--- src/rtl/vga_timing.sv ---
// ---------------------------------------------------------------------------
// vga_timing
//
// Generates the raster counters, sync pulses and blanked colour outputs for a
// VGA display. The game engine reads PIXEL_H/PIXEL_V and registers a colour
// onto PIXEL one cycle later. This block delays its coordinate-derived flags
// by two cycles so that sync, blanking and colour line up on the pins.
//
// Ports:
//   VGA_CLOCK    in   1   pixel clock, all logic on its rising edge
//   RESET        in   1   synchronous active-high reset
//   PIXEL        in   3   {R,G,B} from the engine, one cycle behind PIXEL_H/V
//   PIXEL_H      out  11  current horizontal count
//   PIXEL_V      out  11  current vertical count
//   FRAME_START  out  1   one-cycle pulse at (0, V_VISIBLE)
//   FRAME_COUNT  out  16  wrapping count of FRAME_START pulses
//   VGA_HS       out  1   horizontal sync, active level SYNC_POL
//   VGA_VS       out  1   vertical sync, active level SYNC_POL
//   VGA_R/G/B    out  1   blanked colour bits
// ---------------------------------------------------------------------------
module vga_timing #(
   parameter int   H_VISIBLE = 800,
   parameter int   H_FRONT   = 56,
   parameter int   H_SYNC    = 120,
   parameter int   H_BACK    = 64,
   parameter int   V_VISIBLE = 600,
   parameter int   V_FRONT   = 37,
   parameter int   V_SYNC    = 6,
   parameter int   V_BACK    = 23,
   parameter logic SYNC_POL  = 1'b1
) (
   input  logic        VGA_CLOCK,
   input  logic        RESET,
   input  logic [2:0]  PIXEL,
   output logic [10:0] PIXEL_H,
   output logic [10:0] PIXEL_V,
   output logic        FRAME_START,
   output logic [15:0] FRAME_COUNT,
   output logic        VGA_HS,
   output logic        VGA_VS,
   output logic        VGA_R,
   output logic        VGA_G,
   output logic        VGA_B
);

   localparam int H_TOTAL = H_VISIBLE + H_FRONT + H_SYNC + H_BACK;
   localparam int V_TOTAL = V_VISIBLE + V_FRONT + V_SYNC + V_BACK;

   localparam logic [10:0] H_LAST     = 11'(H_TOTAL - 1);
   localparam logic [10:0] V_LAST     = 11'(V_TOTAL - 1);
   localparam logic [10:0] H_VIS_END  = 11'(H_VISIBLE);
   localparam logic [10:0] V_VIS_END  = 11'(V_VISIBLE);
   localparam logic [10:0] HS_FIRST   = 11'(H_VISIBLE + H_FRONT);
   localparam logic [10:0] HS_LAST    = 11'(H_VISIBLE + H_FRONT + H_SYNC - 1);
   localparam logic [10:0] VS_FIRST   = 11'(V_VISIBLE + V_FRONT);
   localparam logic [10:0] VS_LAST    = 11'(V_VISIBLE + V_FRONT + V_SYNC - 1);

   logic [10:0] next_h;
   logic [10:0] next_v;
   logic        h_wrap;
   logic        v_wrap;

   logic        visible_s0;
   logic        hs_act_s0;
   logic        vs_act_s0;

   logic        visible_s1;
   logic        hs_act_s1;
   logic        vs_act_s1;

   // Next raster position. The >= compares make the counters fall back to
   // zero even if they were ever pushed beyond the last position.
   always_comb begin
      h_wrap = (PIXEL_H >= H_LAST);
      v_wrap = (PIXEL_V >= V_LAST);
      next_h = h_wrap ? 11'd0 : PIXEL_H + 11'd1;
      next_v = PIXEL_V;
      if (h_wrap) begin
         next_v = v_wrap ? 11'd0 : PIXEL_V + 11'd1;
      end
   end

   // Stage 0 flags, derived from the coordinates currently on PIXEL_H/PIXEL_V.
   always_comb begin
      visible_s0 = (PIXEL_H < H_VIS_END) && (PIXEL_V < V_VIS_END);
      hs_act_s0  = (PIXEL_H >= HS_FIRST) && (PIXEL_H <= HS_LAST);
      vs_act_s0  = (PIXEL_V >= VS_FIRST) && (PIXEL_V <= VS_LAST);
   end

   // Raster counters and frame bookkeeping. FRAME_START is decoded from the
   // next position so that it is high in the same cycle the counters show
   // (0, V_VISIBLE), and FRAME_COUNT already includes that pulse.
   always_ff @(posedge VGA_CLOCK) begin
      if (RESET) begin
         PIXEL_H     <= 11'd0;
         PIXEL_V     <= 11'd0;
         FRAME_START <= 1'b0;
         FRAME_COUNT <= 16'd0;
      end else begin
         PIXEL_H     <= next_h;
         PIXEL_V     <= next_v;
         FRAME_START <= (next_h == 11'd0) && (next_v == V_VIS_END);
         if ((next_h == 11'd0) && (next_v == V_VIS_END)) begin
            FRAME_COUNT <= FRAME_COUNT + 16'd1;
         end
      end
   end

   // First pipe stage: holds the flags while the engine registers the colour
   // for the same coordinate onto PIXEL.
   always_ff @(posedge VGA_CLOCK) begin
      if (RESET) begin
         visible_s1 <= 1'b0;
         hs_act_s1  <= 1'b0;
         vs_act_s1  <= 1'b0;
      end else begin
         visible_s1 <= visible_s0;
         hs_act_s1  <= hs_act_s0;
         vs_act_s1  <= vs_act_s0;
      end
   end

   // Second pipe stage doubles as the output register: PIXEL and the delayed
   // flags now refer to the same coordinate, so blanking and sync are applied
   // here. Resetting stage one as well keeps stale colour or sync off the pins
   // in the first cycles after reset release.
   always_ff @(posedge VGA_CLOCK) begin
      if (RESET) begin
         VGA_HS <= ~SYNC_POL;
         VGA_VS <= ~SYNC_POL;
         VGA_R  <= 1'b0;
         VGA_G  <= 1'b0;
         VGA_B  <= 1'b0;
      end else begin
         VGA_HS <= hs_act_s1 ? SYNC_POL : ~SYNC_POL;
         VGA_VS <= vs_act_s1 ? SYNC_POL : ~SYNC_POL;
         if (visible_s1) begin
            VGA_R <= PIXEL[2];
            VGA_G <= PIXEL[1];
            VGA_B <= PIXEL[0];
         end else begin
            VGA_R <= 1'b0;
            VGA_G <= 1'b0;
            VGA_B <= 1'b0;
         end
      end
   end

endmodule

--- config.mk ---
export PLATFORM = sky130hd
export DESIGN_NAME = vga_timing
export DESIGN_NICKNAME = d
export VERILOG_FILES = /design/src/rtl/vga_timing.sv
export SDC_FILE = /design/constraint.sdc
export NUM_CORES = 1
export LEC_CHECK = 0
export CORE_UTILIZATION = 41
export CTS_BUF_LIST = sky130_fd_sc_hd__clkbuf_8
export CTS_CLUSTER_SIZE = 40
export DETAILED_ROUTE_END_ITERATION = 12
export PLACE_DENSITY = 0.71
export SYNTH_ARGS = -nofsm -noshare
export SYNTH_HDL_FRONTEND = slang
export SYNTH_SLANG_ARGS = --single-unit
--- constraint.sdc ---
create_clock -name VGA_CLOCK -period 7.4 [get_ports VGA_CLOCK]
set_clock_uncertainty 0.2 [all_clocks]
set_input_delay 1.11 -clock VGA_CLOCK [delete_from_list [all_inputs] [get_ports VGA_CLOCK]]
set_output_delay 1.11 -clock VGA_CLOCK [all_outputs]
set_load 0.02 [all_outputs]
[Yosys cells after proc, flatten, opt, wreduce, memory -nomap -nowiden]
Index checks and enable logic that the tools add are counted.
Word-level totals
  flip-flop bits (word level): 47
  input port bits: 5
  output and inout port bits: 44
  word-level logic and storage cells: 36
Operators by class
  $add $sub $neg: 3
  order comparisons: 8
  equality and inequality tests: 1
  mux-type cells: 5
  bitwise gates (word level): 1
  reductions and logical operators: 6
Operators by type and width (number)
  11-bit by 10-bit >= comparator with 1-bit output, second input constant: 3
  11-bit two-way mux: 3
  11-bit by 1-bit adder with 11-bit output, second input constant: 2
  11-bit by 10-bit <= comparator with 1-bit output, second input constant: 2
  11-bit by 10-bit < comparator with 1-bit output, second input constant: 2
  16-bit by 1-bit adder with 16-bit output, second input constant: 1
  11-bit by 10-bit == test with 1-bit output, second input constant: 1
  11-bit >= comparator, second input constant: 1
  11-bit zero test: 1
  1-bit logical AND: 4
  1-bit two-way mux: 2
  2-bit OR reduction: 1
  1-bit NOT: 1

[Logic depth before layout (Yosys ltp)]
Gate-level depths: netlist (run 1).
  word-level depth: 5
  depth in mapped cells: 12
  depth with buffers taken out: 10

[Worst setup path after synthesis (run 1)]
Ideal clock, no wire load.
  kind: reg-to-reg
  start: register PIXEL_H[0]
  end: register FRAME_COUNT[5]
  setup time: 116 ps
  data arrival time: 2710 ps
  data required time: 7084 ps
  setup slack: 4374 ps
  stages on the path, launching flop included: 11
  buffers on the path: 2
  period minus slack after synthesis: 3026 ps
  cells stage by stage: dfxtp_1 ha_1 clkbuf_1 and4_1 mux2_1 o32ai_2 o21ai_1 nor4b_4 buf_4 a21oi_1 a31o_1
Between the ends
  cells in the longest elaborated chain, start to end: 4
  elaborated cells on any way between the ends: 7
  those cells by class: 1 x add/sub; 1 x order compare; 1 x eq/ne; 2 x mux; 2 x reduce/logical
RTL lines
  start: declaration: RTL line 35  | output logic [10:0] PIXEL_H,
  start signal: assignment: RTL line 100  | PIXEL_H <= next_h;
  11-bit by 1-bit adder with 11-bit output or 11-bit >= comparator (tied branches): RTL line 76, 74
  11-bit two-way mux, on equally long branches: RTL line 76, 78
  11-bit zero test or 11-bit by 10-bit == test with 1-bit output (tied branches): RTL line 103  | if ((next_h == 11'd0) && (next_v == V_VIS_END)) begin
  1-bit logical AND (*): RTL line 103
  end signal: assignment: RTL line 104  | FRAME_COUNT <= FRAME_COUNT + 16'd1;
  end: declaration: RTL line 38  | output logic [15:0] FRAME_COUNT,
Mark *: on every way between the ends. The rest lies on a longest branch, timed or not.
A chain may end at the register's enable or synchronous reset.

[Final worst setup path (run 1)]
  start: register PIXEL_H[0]
  end: register FRAME_COUNT[7]
The elaborated chain is that of the path after synthesis.

==> results of run 1 <==
## worst max-delay path: cells and delay by family (launching register included)
kind | cells | cell delay (ps)
flip-flops | 1 | 490
adder cells (fa/ha/maj) | 1 | 410
multiplexers | 1 | 320
buffers and inverters | 1 | 310
AND/OR/NAND/NOR | 4 | 1240
AO/OA/AOI/OAI | 3 | 500
## power by group
| part | switching [mW] | internal (mW) |
|---|---|---|
| clock network | 0.0867 | 0.0753 |
| registers | 0.00325 | 0.255 |
| logic | 0.0130 | 0.0101 |
| total | 0.103 | 0.340 |
## through the flow
| stage | total power, mW | cells | instance area, µm² | hold slack (ps) | utilization |
|---|---|---|---|---|---|
| 4_1_cts | 0.450 | 432 | 3160 | 246 | 0.525 |
| 2_1_floorplan | 0.278 | 325 | 2600 | 214 | - |
| 6_report | 0.443 | 432 | 3160 | 242 | 0.525 |
| 5_1_grt | 0.462 | 432 | 3160 | 263 | 0.525 |
| 3_5_place_dp | 0.287 | 425 | 3070 | 225 | 0.510 |
| 3_3_place_gp | 0.287 | 425 | 3070 | 221 | 0.510 |
## cells by family (layout without fill, tap and decap cells)
logic type,Yosys count,after routing,share of synthesized area
simple gates,151,151,0.309
fa+ha+maj,5,5,0.0241
buf+inv,34,66,0.0577
xor+xnor,12,12,0.0404
flops,47,47,0.362
compound gates,70,70,0.181
mux,6,6,0.0255
## per-layer routing
metal / up-vias / global-route usage / part of all wire
met3: 5 / 0.0322 / 0.053
met4: 0 / 0.0632 / 0.0073
li1: 1206 / - / -
met2: 62 / 0.293 / 0.45
met5: - / 0 / 0
met1: 1059 / 0.255 / 0.49
## cell usage after synthesis (2+ instances only)
| master | instances | area, µm² |
|---|---|---|
| buf_4 | 3 | 22.5 |
| or3_1 | 3 | 18.8 |
| o31ai_1 | 2 | 15.0 |
| nand3b_1 | 5 | 37.5 |
| nor2_2 | 2 | 12.5 |
| or2_2 | 2 | 12.5 |
| a21oi_1 | 27 | 135 |
| nor2_1 | 47 | 176 |
| or4_1 | 2 | 15.0 |
| nor3b_1 | 2 | 15.0 |
| xor2_1 | 4 | 35.0 |
| buf_2 | 9 | 45.0 |
| and4_1 | 3 | 26.3 |
| a2111oi_0 | 2 | 17.5 |
| a21o_1 | 3 | 22.5 |
| o21ai_0 | 10 | 50.1 |
| dfxtp_1 | 47 | 941 |
| mux2_1 | 5 | 56.3 |
| clkbuf_1 | 13 | 48.8 |
| inv_1 | 9 | 33.8 |
| nand2b_1 | 10 | 62.6 |
| a211oi_1 | 4 | 30.0 |
| xnor2_1 | 8 | 70.1 |
| nand3_1 | 13 | 65.1 |
| nand4_1 | 6 | 37.5 |
| a31o_1 | 9 | 78.8 |
| nand2_1 | 17 | 63.8 |
| and2_1 | 8 | 50.1 |
| nor3_1 | 7 | 35.0 |
| nor4_1 | 3 | 18.8 |
| nor4b_1 | 2 | 17.5 |
| ha_1 | 5 | 62.6 |
| and3_1 | 6 | 37.5 |
| a31oi_1 | 3 | 18.8 |
| nor2b_1 | 10 | 62.6 |
## worst max path at each step
stage               slack, ps  startpoint  cells past startpoint             end
finish                   3810  PIXEL_H[0]                     10  FRAME_COUNT[7]
floorplan                4370  PIXEL_H[0]                     10  FRAME_COUNT[5]
CTS                      3820  PIXEL_H[0]                     10  FRAME_COUNT[7]
global placement         3950  PIXEL_H[0]                     10  FRAME_COUNT[7]
global route             3510  PIXEL_H[0]                     10  FRAME_COUNT[9]
detailed placement       3840  PIXEL_H[0]                     10  FRAME_COUNT[7]
## registers in the layout, summed over array words and instances (netlist names)
name	flops
VGA_VS	1
FRAME_START	1
visible_s1	1
PIXEL_H	11
VGA_B	1
VGA_HS	1
VGA_R	1
vs_act_s1	1
hs_act_s1	1
FRAME_COUNT	16
PIXEL_V	11
VGA_G	1
## final cells by class
| class | instances | area, µm² | area share |
|---|---|---|---|
| flip-flops and latches | 47 | 941 | 0.297 |
| clock buffers | 6 | 82.6 | 0.0261 |
| multi-input cells | 244 | 1510 | 0.477 |
| repair buffers | 50 | 495 | 0.157 |
| inverters | 9 | 33.8 | 0.0107 |
| well taps | 75 | 93.8 | 0.0297 |
| clock inverters | 1 | 8.76 | 0.00277 |
==> flow_summary.json, run 1 <==
{
  "status": "completed",
  "period_minus_slack_ps": 3590,
  "drcViolationCount": 0,
  "setup_viol_count_final": 0,
  "critPathKind": "register to register",
  "drive_gt1_frac": 0.0532,
  "grt_max_degree": 50,
  "nets": 367,
  "die_width_um": 81.6,
  "yosysWarnings": 0,
  "core_area_um2": 6030,
  "ys_ff_latch": 47,
  "antenna_found_initial": 0,
  "layout_common_cells": "clkdlybuf4s50_1 (48), dfxtp_1 (47), nor2_1 (47), a21oi_1 (27), nand2_1 (17)",
  "cellLeakagePower_nw": 1.11,
  "power_density_nw_per_um2": 140,
  "cp.arrival_ps": 3590,
  "yosys.cell_types.count": 49,
  "min_period_over_period": 0.485,
  "max_freq_mhz": 278,
  "reg2reg_from": "PIXEL_H[0]",
  "grt_overflow": 0,
  "pin_count": 49,
  "holdPathStages": 1,
  "dieArea_um2": 6660,
  "start_util": 0.431,
  "hold_end": "VGA_HS",
  "wl_per_cell_um": 13.4,
  "rsz0062_at_grt": "no",
  "clock_latency_ps": 300,
  "diodes": 0,
  "synthArstFlopShare": 0,
  "syn2layout_area_growth_pct": 21.7,
  "drt_iter0_drc": 145,
  "path_max_fanout": 26,
  "cts.sinks": 47,
  "hold_buffers": 0,
  "grt_pass1_vias": 2092,
  "required_ps": 7400,
  "worstPathCellList": "ha_1 -> a21oi_1 -> o2111ai_2 -> nand2_1 -> or4_1 -> a21oi_1 -> nor4b_4 -> buf_4 -> nand4_1 -> mux2_1",
  "cts_tree": "built",
  "synth-edff-count": 0,
  "r2r_cells": 10,
  "fillers": 600,
  "r2r_slack_ps": 3810,
  "io_buffers": 48,
  "wirelength_mm": 5.78,
  "num_vias": 2332,
  "cts-root-buf": "clkbuf_8",
  "cts-resized-gates": 0,
  "synthesis.area_um2": 2600,
  "hold_class": "register to register",
  "setup_tns_ps": 0,
  "synth.net_count": 335,
  "place.gp.congestion": 0.882,
  "clock_path_buffers": 2,
  "critical-path-slowest-cell": "or4_1",
  "h-tree-depth": 2,
  "r2r_end": "FRAME_COUNT[7]",
  "maxCapViolations": 0,
  "crit_top_cell": "a21oi_1",
  "synth_cells": 325,
  "cts_setup_buffers": 0,
  "hold_path.startpoint": "hs_act_s1",
  "rows": 28,
  "slew_headroom": 0.651,
  "start_kind": "register",
  "numCtsBuffers": 5,
  "crit_path_end_kind": "register",
  "via_per_inst": 5.40,
  "peakVddDrop_mv": 0.0843,
  "die_y_um": 81.6,
  "grt_pass1_wl_mm": 9.72,
  "drtAntennaViolNets": 0,
  "place_ws_ps": 3840,
  "hold_viol": 0,
  "final_common_cell": "clkdlybuf4s50_1",
  "first_pass_iters": 4,
  "ys.flop_type": "dfxtp_1",
  "fin_ws_ps": 3810,
  "worst_pin_slew_ps": 510,
  "synth_sequential_area_ratio": 0.362,
  "cts.reportedPaths.clkPinSlew_ps": 90,
  "grt_usage": 0.186,
  "dpl.hpwl_mm": 4.11,
  "synth.avg_cell_area_um2": 8.00,
  "max_stage_delay_ps": 610,
  "finalMaxSlewViolations": 0
}
Note: power is estimated with default switching activity, not from simulation.
==> inputs of run 2 (changes only) <==
--- a/config.mk
+++ b/config.mk
@@ -9,7 +9,7 @@
 export CTS_BUF_LIST = sky130_fd_sc_hd__clkbuf_8
 export CTS_CLUSTER_SIZE = 40
 export DETAILED_ROUTE_END_ITERATION = 12
-export PLACE_DENSITY = 0.71
+export PLACE_DENSITY = 0.74
 export SYNTH_ARGS = -nofsm -noshare
 export SYNTH_HDL_FRONTEND = slang
 export SYNTH_SLANG_ARGS = --single-unit
==> constraint.sdc (replaced) <==
create_clock -name VGA_CLOCK -period 3 [get_ports VGA_CLOCK]
set_clock_uncertainty 0.2 [all_clocks]
set_input_delay 0.45 -clock VGA_CLOCK [delete_from_list [all_inputs] [get_ports VGA_CLOCK]]
set_output_delay 0.45 -clock VGA_CLOCK [all_outputs]
set_load 0.02 [all_outputs]
==> run 2 against run 1 <==
  * Global-route usage increased by 0.79 points
  * Combinational power increased to 2.8 times the previous value
  * Setup slack lost 3700 ps
  * Core utilization rose by 4.4 points
  * Cell area up 8.4%
  * Sequential power grew 150%
  * Fmax grew 24%
  * Largest power group unchanged
  * Non-clock buffer count is 25 higher
  * Flip-flop and latch count stayed put
  * Critical endpoint unchanged
==> flow_summary.json, run 2 (synthesis results as in run 1) <==
{
  "dpl.hpwl_mm": 4.57,
  "critical-path-slowest-cell": "or4_1",
  "maxCapViolations": 0,
  "die_width_um": 81.6,
  "hold_buffers": 0,
  "layout_common_cells": "clkdlybuf4s50_1 (48), nor2_1 (47), dfxtp_1 (45), buf_4 (26), a21oi_1 (25)",
  "max_freq_mhz": 345,
  "final_common_cell": "clkdlybuf4s50_1",
  "reg2reg_from": "PIXEL_H[0]",
  "syn2layout_area_growth_pct": 31.9,
  "grt_overflow": 0,
  "required_ps": 3000,
  "largest_register": "FRAME_COUNT",
  "wl_per_cell_um": 13.7,
  "cts-root-buf": "clkbuf_8",
  "numCtsBuffers": 5,
  "hold_ws_ps": 245,
  "dieArea_um2": 6660,
  "first_pass_iters": 4,
  "worst_pin_slew_ps": 472,
  "cts_tree": "built",
  "finalMaxSlewViolations": 0,
  "antenna_found_initial": 0,
  "reg_top3": "FRAME_COUNT: 16 flops, PIXEL_H: 11 flops, PIXEL_V: 11 flops",
  "num_vias": 2539,
  "hold_class": "register to register",
  "rsz0062_at_grt": "no",
  "setup.worst_path.end": "FRAME_COUNT[7]",
  "r2r_slack_ps": 100,
  "drt_iter0_drc": 127,
  "wirelength_mm": 6.26,
  "die_y_um": 81.6,
  "h-tree-depth": 2,
  "place.gp.congestion": 0.902,
  "cellLeakagePower_nw": 1.24,
  "drive_gt1_frac": 0.144,
  "worstPathCellList": "ha_1 -> a21oi_2 -> o2111ai_2 -> nand2_2 -> or4_1 -> a21oi_1 -> nor4b_4 -> buf_6 -> nand4_1 -> mux2_1",
  "cts.reportedPaths.clkPinSlew_ps": 90,
  "min_period_over_period": 0.967,
  "path_max_fanout": 11,
  "hold_viol": 0,
  "nets": 392,
  "p_total_mw": 1.16,
  "r2r_cells": 10,
  "crit_path_start": "PIXEL_H[0]",
  "drtAntennaViolNets": 0,
  "grt_pass1_vias": 2233,
  "placed_cells_incl_taps": 449,
  "drcViolationCount": 0,
  "io_buffers": 48,
  "status": "completed",
  "grt_pass1_wl_mm": 10.1,
  "diodes": 0,
  "clock_latency_ps": 310,
  "clock_path_buffers": 2,
  "largest_register_ffs": 16,
  "cts.sinks": 47,
  "max_stage_delay_ps": 550,
  "grt_usage": 0.194,
  "start_kind": "register",
  "pin_count": 49,
  "start_util": 0.431,
  "crit_path_end_kind": "register",
  "grt_max_degree": 25,
  "fillers": 548,
  "period_minus_slack_ps": 2900,
  "setup_viol_count_final": 0,
  "rows": 28,
  "slew_headroom": 0.685,
  "critPathKind": "register to register",
  "peakVddDrop_mv": 0.254,
  "finalNonFillerCells": 457,
  "core_area_um2": 6030,
  "via_per_inst": 5.56,
  "r2r_end": "FRAME_COUNT[7]",
  "cp.arrival_ps": 2900,
  "power_density_nw_per_um2": 338
}
-- run 2: stage by stage --
stage / setup slack, ps / instance area, µm² / utilization / TNS, ps
floorplan: 6.77 / 2600 / - / 0
global placement: -32.1 / 3260 / 0.540 / -205
detailed placement: -43.3 / 3260 / 0.540 / -258
CTS: 13.5 / 3370 / 0.560 / 0
global route: 1.29 / 3430 / 0.569 / 0
finish: 98.9 / 3430 / 0.569 / 0
-- run 2: report_power, final --
group	leakage, nW	internal (mW)	switching, mW
Clock	0.0502	0.244	0.218
Sequential	0.381	0.628	0.00598
Combinational	0.813	0.0296	0.0358
-- run 2: critical path, delay by kind of cell (launching register included) --
kind	cells	cell delay [ps]
and+or+nand+nor	4	1000
AOI/OAI and AO/OA	3	490
buffers and inverters	1	180
muxes	1	330
DFF	1	400
adders and majority gates	1	190
-- run 2: per-layer routing --
metal | wire length [µm] | vias up | GRT usage
met5 | 0 | - | 0
met4 | 75 | 0 | 0.0667
met3 | 378 | 9 | 0.0378
met2 | 2980 | 98 | 0.319
met1 | 2830 | 1179 | 0.252
li1 | - | 1253 | -
-- run 2: what timing repair did --
action	CTS	global route
pin swaps	0	2
endpoints found under the setup margin	12	13
gates cloned	0	0
buffers inserted	0	1
gates resized for setup	2	12
-- run 2: worst min-delay path by stage --
| stage | to | slack [ps] | depth (start not counted) | from |
|---|---|---|---|---|
| floorplan | VGA_HS | 210 | 1 | hs_act_s1 |
| finish | VGA_HS | 240 | 1 | hs_act_s1 |
| CTS | VGA_HS | 260 | 1 | hs_act_s1 |
| detailed placement | VGA_HS | 230 | 1 | hs_act_s1 |
| global route | VGA_HS | 260 | 1 | hs_act_s1 |
| global placement | VGA_HS | 220 | 1 | hs_act_s1 |
-- run 2: area by class of cell --
class,instances,area [µm²],area share
multi-input combinational,244,1560,0.455
timing repair buffer,75,687,0.200
inverter,9,33.8,0.00985
tap,75,93.8,0.0274
sequential,47,948,0.277
clock inverter,2,37.5,0.0109
clock buffer,5,68.8,0.0201
